`config.mk`:
```
export PLATFORM = sky130hd
export DESIGN_NAME = store_write_buffer
export DESIGN_NICKNAME = d
export VERILOG_FILES = /design/src/rtl/store_write_buffer.sv
export SDC_FILE = /design/constraint.sdc
export NUM_CORES = 1
export LEC_CHECK = 0
export CAP_MARGIN = 20
export CELL_PAD_IN_SITES_DETAIL_PLACEMENT = 1
export CELL_PAD_IN_SITES_GLOBAL_PLACEMENT = 2
export CORE_MARGIN = 2
export CORE_UTILIZATION = 40
export CTS_CLUSTER_SIZE = 24
export DETAILED_ROUTE_END_ITERATION = 7
export GPL_ROUTABILITY_DRIVEN = 0
export HOLD_SLACK_MARGIN = 0.15
export PLACE_DENSITY = 0.88
export SETUP_SLACK_MARGIN = 0.15
export SLEW_MARGIN = 20
export SYNTH_ARGS = -nofsm -noshare
export SYNTH_HDL_FRONTEND = slang
export SYNTH_SLANG_ARGS = --single-unit
```
`constraint.sdc`:
```
create_clock -name clk -period 4.9 [get_ports clk]
set_clock_uncertainty 0.05 [all_clocks]
set_input_delay 0.735 -clock clk [delete_from_list [all_inputs] [get_ports clk]]
set_output_delay 0.735 -clock clk [all_outputs]
set_load 0.1 [all_outputs]
```
`src/rtl/store_write_buffer.sv`:
```
// store_write_buffer: posted-write FIFO draining stores to DMEM, IMEM and UART TX.
//
// Ports:
//   clk, rst (async, active-high).
//   st_valid/st_ready/st_addr/st_data/st_wea/imem_on: store enqueue side.
//     The target region is decoded here and stored with the entry.
//   ld_req: a core load owns the DMEM port this cycle.
//   dmem_addr/dmem_din/dmem_we, imem_addr/imem_din/imem_we: write ports,
//     driven from the FIFO head only.
//   uart_tx_data/uart_tx_valid/uart_tx_ready: UART TX byte handshake.
//   empty: no pending stores.
//   stat_stores/stat_full_cycles: present only when WBUF_STATS_EN is defined.
//
// Optional feature macro: WBUF_STATS_EN adds the enqueue and full-stall counters.
module store_write_buffer #(
  parameter int DEPTH   = 4,
  parameter int DMEM_AW = 14,
  parameter int IMEM_AW = 14
) (
  input  logic               clk,
  input  logic               rst,
  input  logic               st_valid,
  output logic               st_ready,
  input  logic [31:0]        st_addr,
  input  logic [31:0]        st_data,
  input  logic [3:0]         st_wea,
  input  logic               imem_on,
  input  logic               ld_req,
  output logic [DMEM_AW-1:0] dmem_addr,
  output logic [31:0]        dmem_din,
  output logic [3:0]         dmem_we,
  output logic [IMEM_AW-1:0] imem_addr,
  output logic [31:0]        imem_din,
  output logic [3:0]         imem_we,
  output logic [7:0]         uart_tx_data,
  output logic               uart_tx_valid,
  input  logic               uart_tx_ready,
  output logic               empty
`ifdef WBUF_STATS_EN
  ,
  output logic [31:0]        stat_stores,
  output logic [31:0]        stat_full_cycles
`endif
);
  localparam int PW = $clog2(DEPTH);
  localparam int AW = DMEM_AW > IMEM_AW ? DMEM_AW : IMEM_AW;
  // Only the word-address bits are kept; the region is fully decoded at enqueue.
  logic [AW-1:0] a_q [DEPTH];
  logic [31:0]   d_q [DEPTH];
  logic [3:0]    w_q [DEPTH];
  logic [2:0]    r_q [DEPTH];
  logic [PW-1:0] wp, rp;
  logic [PW:0]   cnt;
  logic [2:0]    st_reg, h_r;
  logic          push, pop, to_d, to_i, to_u;
  // Region bits: [0]=DMEM, [1]=IMEM, [2]=UART; all zero means the store is dropped.
  assign st_reg = {st_addr == 32'h8000_0008,
                   !st_addr[31] && st_addr[29] && imem_on,
                   !st_addr[31] && st_addr[28]};
  assign empty    = cnt == '0;
  assign st_ready = cnt != (PW+1)'(DEPTH);
  assign push     = st_valid && st_ready && |st_wea;
  assign h_r      = empty ? 3'b000 : r_q[rp];
  assign to_d     = h_r[0];
  assign to_i     = h_r[1];
  assign to_u     = h_r[2];
  // A two-target head only retires when every target is served at once.
  assign pop = !empty && !(to_d && ld_req) && !(to_u && !uart_tx_ready);
  always_comb begin
    dmem_addr     = to_d ? a_q[rp][DMEM_AW-1:0] : '0;
    dmem_din      = to_d ? d_q[rp] : '0;
    dmem_we       = pop && to_d ? w_q[rp] : 4'b0;
    imem_addr     = to_i ? a_q[rp][IMEM_AW-1:0] : '0;
    imem_din      = to_i ? d_q[rp] : '0;
    imem_we       = pop && to_i ? w_q[rp] : 4'b0;
    uart_tx_valid = to_u;
    uart_tx_data  = to_u ? d_q[rp][7:0] : 8'h00;
  end
  always_ff @(posedge clk or posedge rst)
    if (rst) begin
      wp  <= '0;
      rp  <= '0;
      cnt <= '0;
    end else begin
      if (push) wp <= wp + 1'b1;
      if (pop) rp <= rp + 1'b1;
      cnt <= cnt + {{PW{1'b0}}, push} - {{PW{1'b0}}, pop};
    end
  always_ff @(posedge clk)
    if (push) begin
      a_q[wp] <= st_addr[AW+1:2];
      d_q[wp] <= st_data;
      w_q[wp] <= st_wea;
      r_q[wp] <= st_reg;
    end
`ifdef WBUF_STATS_EN
  always_ff @(posedge clk or posedge rst)
    if (rst) begin
      stat_stores      <= '0;
      stat_full_cycles <= '0;
    end else begin
      if (push) stat_stores <= stat_stores + 32'd1;
      if (st_valid && !st_ready) stat_full_cycles <= stat_full_cycles + 32'd1;
    end
`endif
endmodule
```
==> results of run 1 <==
[worst min path at each step]
stage,start,slack (ps),depth (start not counted),endpoint
2_1_floorplan,cnt[0],440,1,cnt[0]
3_3_place_gp,cnt[0],450,1,cnt[0]
3_5_place_dp,cnt[0],470,1,cnt[0]
4_1_cts,rst,420,2,wp[1]
5_1_grt,rst,460,2,wp[1]
6_report,rst,430,2,wp[1]
[sequential cells by signal (all words and copies together), names as in the netlist]
name / flops
d_q: 128
a_q: 56
w_q: 16
r_q: 12
cnt: 3
rp: 2
wp: 2
[worst reg2reg max path: cells and delay by family, from the launching register on]
family                     cells  cell delay, ps
AOI/OAI and AO/OA              1             570
xor gates and xnor gates       2             330
adders and majority gates      3             800
buffers and inverters          2             110
DFF                            1             950
muxes                          1             450
and+or+nand+nor                1             310
[cells in the final DEF (no fill, tap or decap), types with 2 or more instances in the layout]
cell	count
a21oi_1	2
and2_2	4
and3_1	105
buf_4	108
bufinv_16	3
clkbuf_1	2
clkbuf_16	23
clkdlybuf4s50_1	84
clkinv_1	8
clkinv_2	2
dfrtp_1	5
edfxtp_1	212
ha_1	6
inv_1	12
mux2_2	2
mux2_4	2
mux2i_1	3
mux4_2	53
nand2_1	5
nand4_1	2
nor2_1	4
nor2b_1	2
nor3_1	3
nor4_1	6
nor4b_1	2
o21ai_0	2
xnor2_1	3
[synthesized netlist by cell type, types with 2 or more instances]
library cell / n
nand2_1: 5
buf_2: 6
and2_1: 5
nor3_1: 3
nor4b_1: 2
nor2b_1: 2
buf_6: 10
buf_4: 6
a21oi_1: 2
clkbuf_1: 13
mux2_2: 2
dfrtp_1: 7
inv_1: 12
nor4_1: 6
edfxtp_1: 212
clkbuf_2: 2
mux2i_1: 3
mux4_2: 53
nor2_1: 4
ha_1: 6
o21ai_0: 2
and3_1: 105
xnor2_1: 3
nand4_1: 2
mux2_4: 2
[stage by stage]
step / setup WS [ps] / std cells / cell area [sq um] / hold WS, ps / util, %
final: 648 / 971 / 11700 / 431 / 51.8
after CTS: 555 / 971 / 11700 / 422 / 51.8
after detailed placement: 1090 / 931 / 11000 / 474 / 48.6
after global routing: 360 / 971 / 11700 / 459 / 51.8
after global placement: 1140 / 931 / 11000 / 452 / 48.6
after floorplan: 772 / 491 / 9190 / 439 / -
[metal layers]
metal	up-vias	track usage, %	part of all wire (%)	routed length [um]
met5	-	0	0	0
met4	0	4.15	1.2	273
met3	25	2.44	4.7	1040
li1	2352	-	-	-
met2	173	33.0	53	11700
met1	2732	23.2	41	9080
[final cells by class]
class,instances,share of cell area [%]
clock buffer,25,4.99
clock inverter,15,1.25
inverter,13,0.417
multi-input combinational,222,20.2
sequential,219,56.0
tap,285,3.05
timing repair buffer,192,14.1
[cells by family after synthesis]
kind of cell    share of synthesized area [%]
simple gates                             9.50
buf+inv                                  3.21
compound gates                          0.912
flops                                    71.2
mux                                      13.9
xor+xnor                                0.286
fa+ha+maj                                1.03
==> results.toml, run 1 <==
[sta]
timing.fmax_ghz = 0.235
min_period_ps = 4250
hold_viol_final = 0
drv_slew = 0
fin_crit_sh_pct = 86.8
setup_viol = 0
slew_headroom_pct = 34.5
tightest_slew_ps = 979
fin_setup_tns_ps = 0
rsz0062_at_grt = "no"

[finish]
seq_area_sq_um = 6550
drive_above_1_share_pct = 29.9
layout.nets = 752
multiInputGateArea_sq_um = 2360
area_growth_pct = 27.2
n_fill_cell = 2130
antenna_cells = 0

[clock_tree]
h-tree-depth = 1
cts_hold_repair.buffers = 0
cts_setup_buffers = 0
cts_sinks = 219
ctsResizeCount = 0
clk_pin_slew_worst_paths_ps = 60
cts_tree = "done"
cts_buffers = 23
clock-root-buffer = "clkbuf_16"
clk-insertion-delay-late_ps = 500
clockBufferDepth = 3

[synth]
synthTopCellsByArea = "edfxtp_1, mux4_2, and3_1"
synth_edf_count = 212
syn_area_sq_um = 9190
synth_cells = 491
synth_async_sr_flop_share_pct = 3.20
seq_area_frac_synth_pct = 71.2
ys_ff_latch = 219
synth_cell_type_count = 41
ys.flop_type = "edfxtp_1"
syn_nets = 572
yosysTopAreaCellShare_pct = 69.3
yosysWarnings = 0
avgSynthCellArea_sq_um = 18.7
yosys.area.top_type = "edfxtp_1"

[floorplan]
core-area_sq_um = 22600
ios = 185
dieArea_sq_um = 24200
die_w_um = 156
die_h_um = 156
start_util_pct = 40.7
num_rows = 55

[setup_path]
r2r-end = "cnt[2]"
reg2reg_depth = 10
crit_cells = 4
arrival_ps = 3470
crit_type = "reg -> out"
cp_num_buf_inv = 1
cp_max_fo = 48
start_kind = "register"
crit_start = "rp[0]"
end_kind = "output port"
cp_slowest_stage_delay_ps = 1000
critical-path-slowest-cell = "dfrtp_4"
r2r_slack_ps = 1250
crit_path_end = "dmem_we[3]"
path_cells = "mux4_2 -> o311ai_1 -> nor3b_1 -> buf_4"
worstPathRequired_ps = 4120
crit_family = "flip-flops"
r2r-start = "rp[1]"

[route]
vias = 5282
post_drt_wl_per_cell_um = 22.7
drt-pass1-iter-count = 4
ant_nets = 0
first_iter_violations = 318
drc = 0
routed_wl_um = 22100
vias_per_cell = 5.44

[global_routing]
grt_overflow_total = 0
grt_pass1_vias = 5643
grt_max_degree = 65
grt_usage_pct = 18.1
grt_pass1_wl_um = 33100
antenna_found_initial = 1

[placed_design]
hpwl_um = 14600
numPortBuffers = 184

[job]
drv_cap = 0

[run_status]
outcome = "completed"

[worst_hold_path]
hp-class = "in -> async"
Power of run 1 is not shown: default switching activity piles up to over one toggle a cycle in this logic, so the estimate is an artifact.
==> inputs of run 2 (changes only) <==
- CORE_MARGIN: 2 -> default
- CORE_UTILIZATION: 40 -> 30
- PLACE_DENSITY: 0.88 -> 0.7
==> run 2 against run 1 <==
Effect of this change: die area up 29%; register-to-register slack lost 130 ps; global-route usage is 3.8 points lower; flip-flop and latch count is the same; critical path type unchanged; critical endpoint unchanged.
==> results.toml, run 2 (synthesized netlist as in run 1, its figures left out) <==
[run_status]
outcome = "completed"

[floorplan]
num_rows = 63
core-area_sq_um = 29900
start_util_pct = 30.8
die_h_um = 177
dieArea_sq_um = 31300
die_w_um = 177
ios = 185

[global_routing]
grt_overflow_total = 0
grt_pass1_wl_um = 33700
antenna_found_initial = 0
grt_usage_pct = 14.3
grt_max_degree = 69
grt_pass1_vias = 5686

[sta]
fin_crit_sh_pct = 87.3
timing.fmax_ghz = 0.234
setup_viol = 0
slew_headroom_pct = 34.5
min_period_ps = 4280
tightest_slew_ps = 979
fin_setup_tns_ps = 0
drv_slew = 0
rsz0062_at_grt = "no"
hold_viol_final = 0

[setup_path]
cp_max_fo = 47
path_cells = "mux4_2 -> o311ai_1 -> nor3b_1 -> buf_4"
critical-path-slowest-cell = "dfrtp_4"
crit_type = "reg -> out"
worstPathRequired_ps = 4120
arrival_ps = 3500
end_kind = "output port"
start_kind = "register"
cp_slowest_stage_delay_ps = 1010

[clock_tree]
cts_tree = "done"
clockBufferDepth = 3
cts_hold_repair.buffers = 0
cts_setup_buffers = 0
h-tree-depth = 1
ctsResizeCount = 0
clk_pin_slew_worst_paths_ps = 60
clk-insertion-delay-late_ps = 500
clock-root-buffer = "clkbuf_16"
cts_sinks = 219
cts_buffers = 24

[finish]
biggestRegsByFlops = "d_q x128, a_q x56, w_q x16"
area_growth_pct = 29.3
layout.nets = 753
final_cell_mix = "edfxtp_1, buf_4, and3_1, clkdlybuf4s50_1, mux4_2"
final_common_cell = "edfxtp_1"
multiInputGateArea_sq_um = 2360
largest-register = "d_q"
largest_reg_flops = 128
n_fill_cell = 2956
drive_above_1_share_pct = 30.0
antenna_cells = 0
seq_area_sq_um = 6550

[route]
routed_wl_um = 22400
vias_per_cell = 4.86
post_drt_wl_per_cell_um = 20.7
ant_nets = 0
drc = 0
drt-pass1-iter-count = 4
vias = 5254
first_iter_violations = 300

[placed_design]
hpwl_um = 14600
numPortBuffers = 184

[worst_hold_path]
hp-class = "in -> async"

[job]
drv_cap = 0
[run 2: metal layers]
metal  vias up  routed length (um)  GRT usage [%]
met2       145               11500           25.4
li1       2357                   -              -
met1      2726                9530           18.4
met3        26                1100           2.34
met4         0                 308           2.91
met5         -                   0              0
[run 2: cell type report]
type | instances | share of cell area (%)
flip-flops and latches | 219 | 55.1
multi-input cells | 222 | 19.9
repair buffers | 192 | 13.9
clock buffers | 32 | 5.49
well taps | 390 | 4.11
clock inverters | 12 | 1.11
inverters | 13 | 0.411
[run 2: path summary, 6_finish.rpt]
check                      startpoint  slack [ps]  cells past startpoint         end
setup reg to reg                rp[0]        1120                     11      cnt[2]
setup / recovery                rp[0]         620                      4  dmem_we[3]
max in group asynchronous         rst        4040                      2       rp[0]
hold reg to reg                cnt[0]         500                      1      cnt[0]
hold / removal                    rst         470                      2      cnt[2]
min in group clk               cnt[0]         500                      1      cnt[0]
[run 2: stage by stage]
step	hold slack, ps	utilization [%]	setup WS [ps]	cells	instance area, sq um
finish	467	39.8	620	1080	11900
global route	467	39.8	166	1080	11900
CTS	451	39.8	458	1080	11900
detailed placement	498	37.1	1010	1036	11100
global placement	453	37.1	1100	1036	11100
floorplan	439	-	772	491	9190
[run 2: worst max-delay path, delay by kind of cell (launching register included)]
| kind | cells | cell delay [ps] |
|---|---|---|
| AOI/OAI and AO/OA | 1 | 350 |
| buffers and inverters | 1 | 330 |
| DFF | 1 | 1010 |
| muxes | 1 | 990 |
| and+or+nand+nor | 1 | 280 |
Power of run 2 is left out for the same reason.
==> inputs of run 3 (changes only) <==
- TNS_END_PERCENT: default -> 20
==> results of run 3 <==
Same layout as run 2: the final DEF is identical, and so are final timing and power.
Power of run 3 is left out for the same reason.
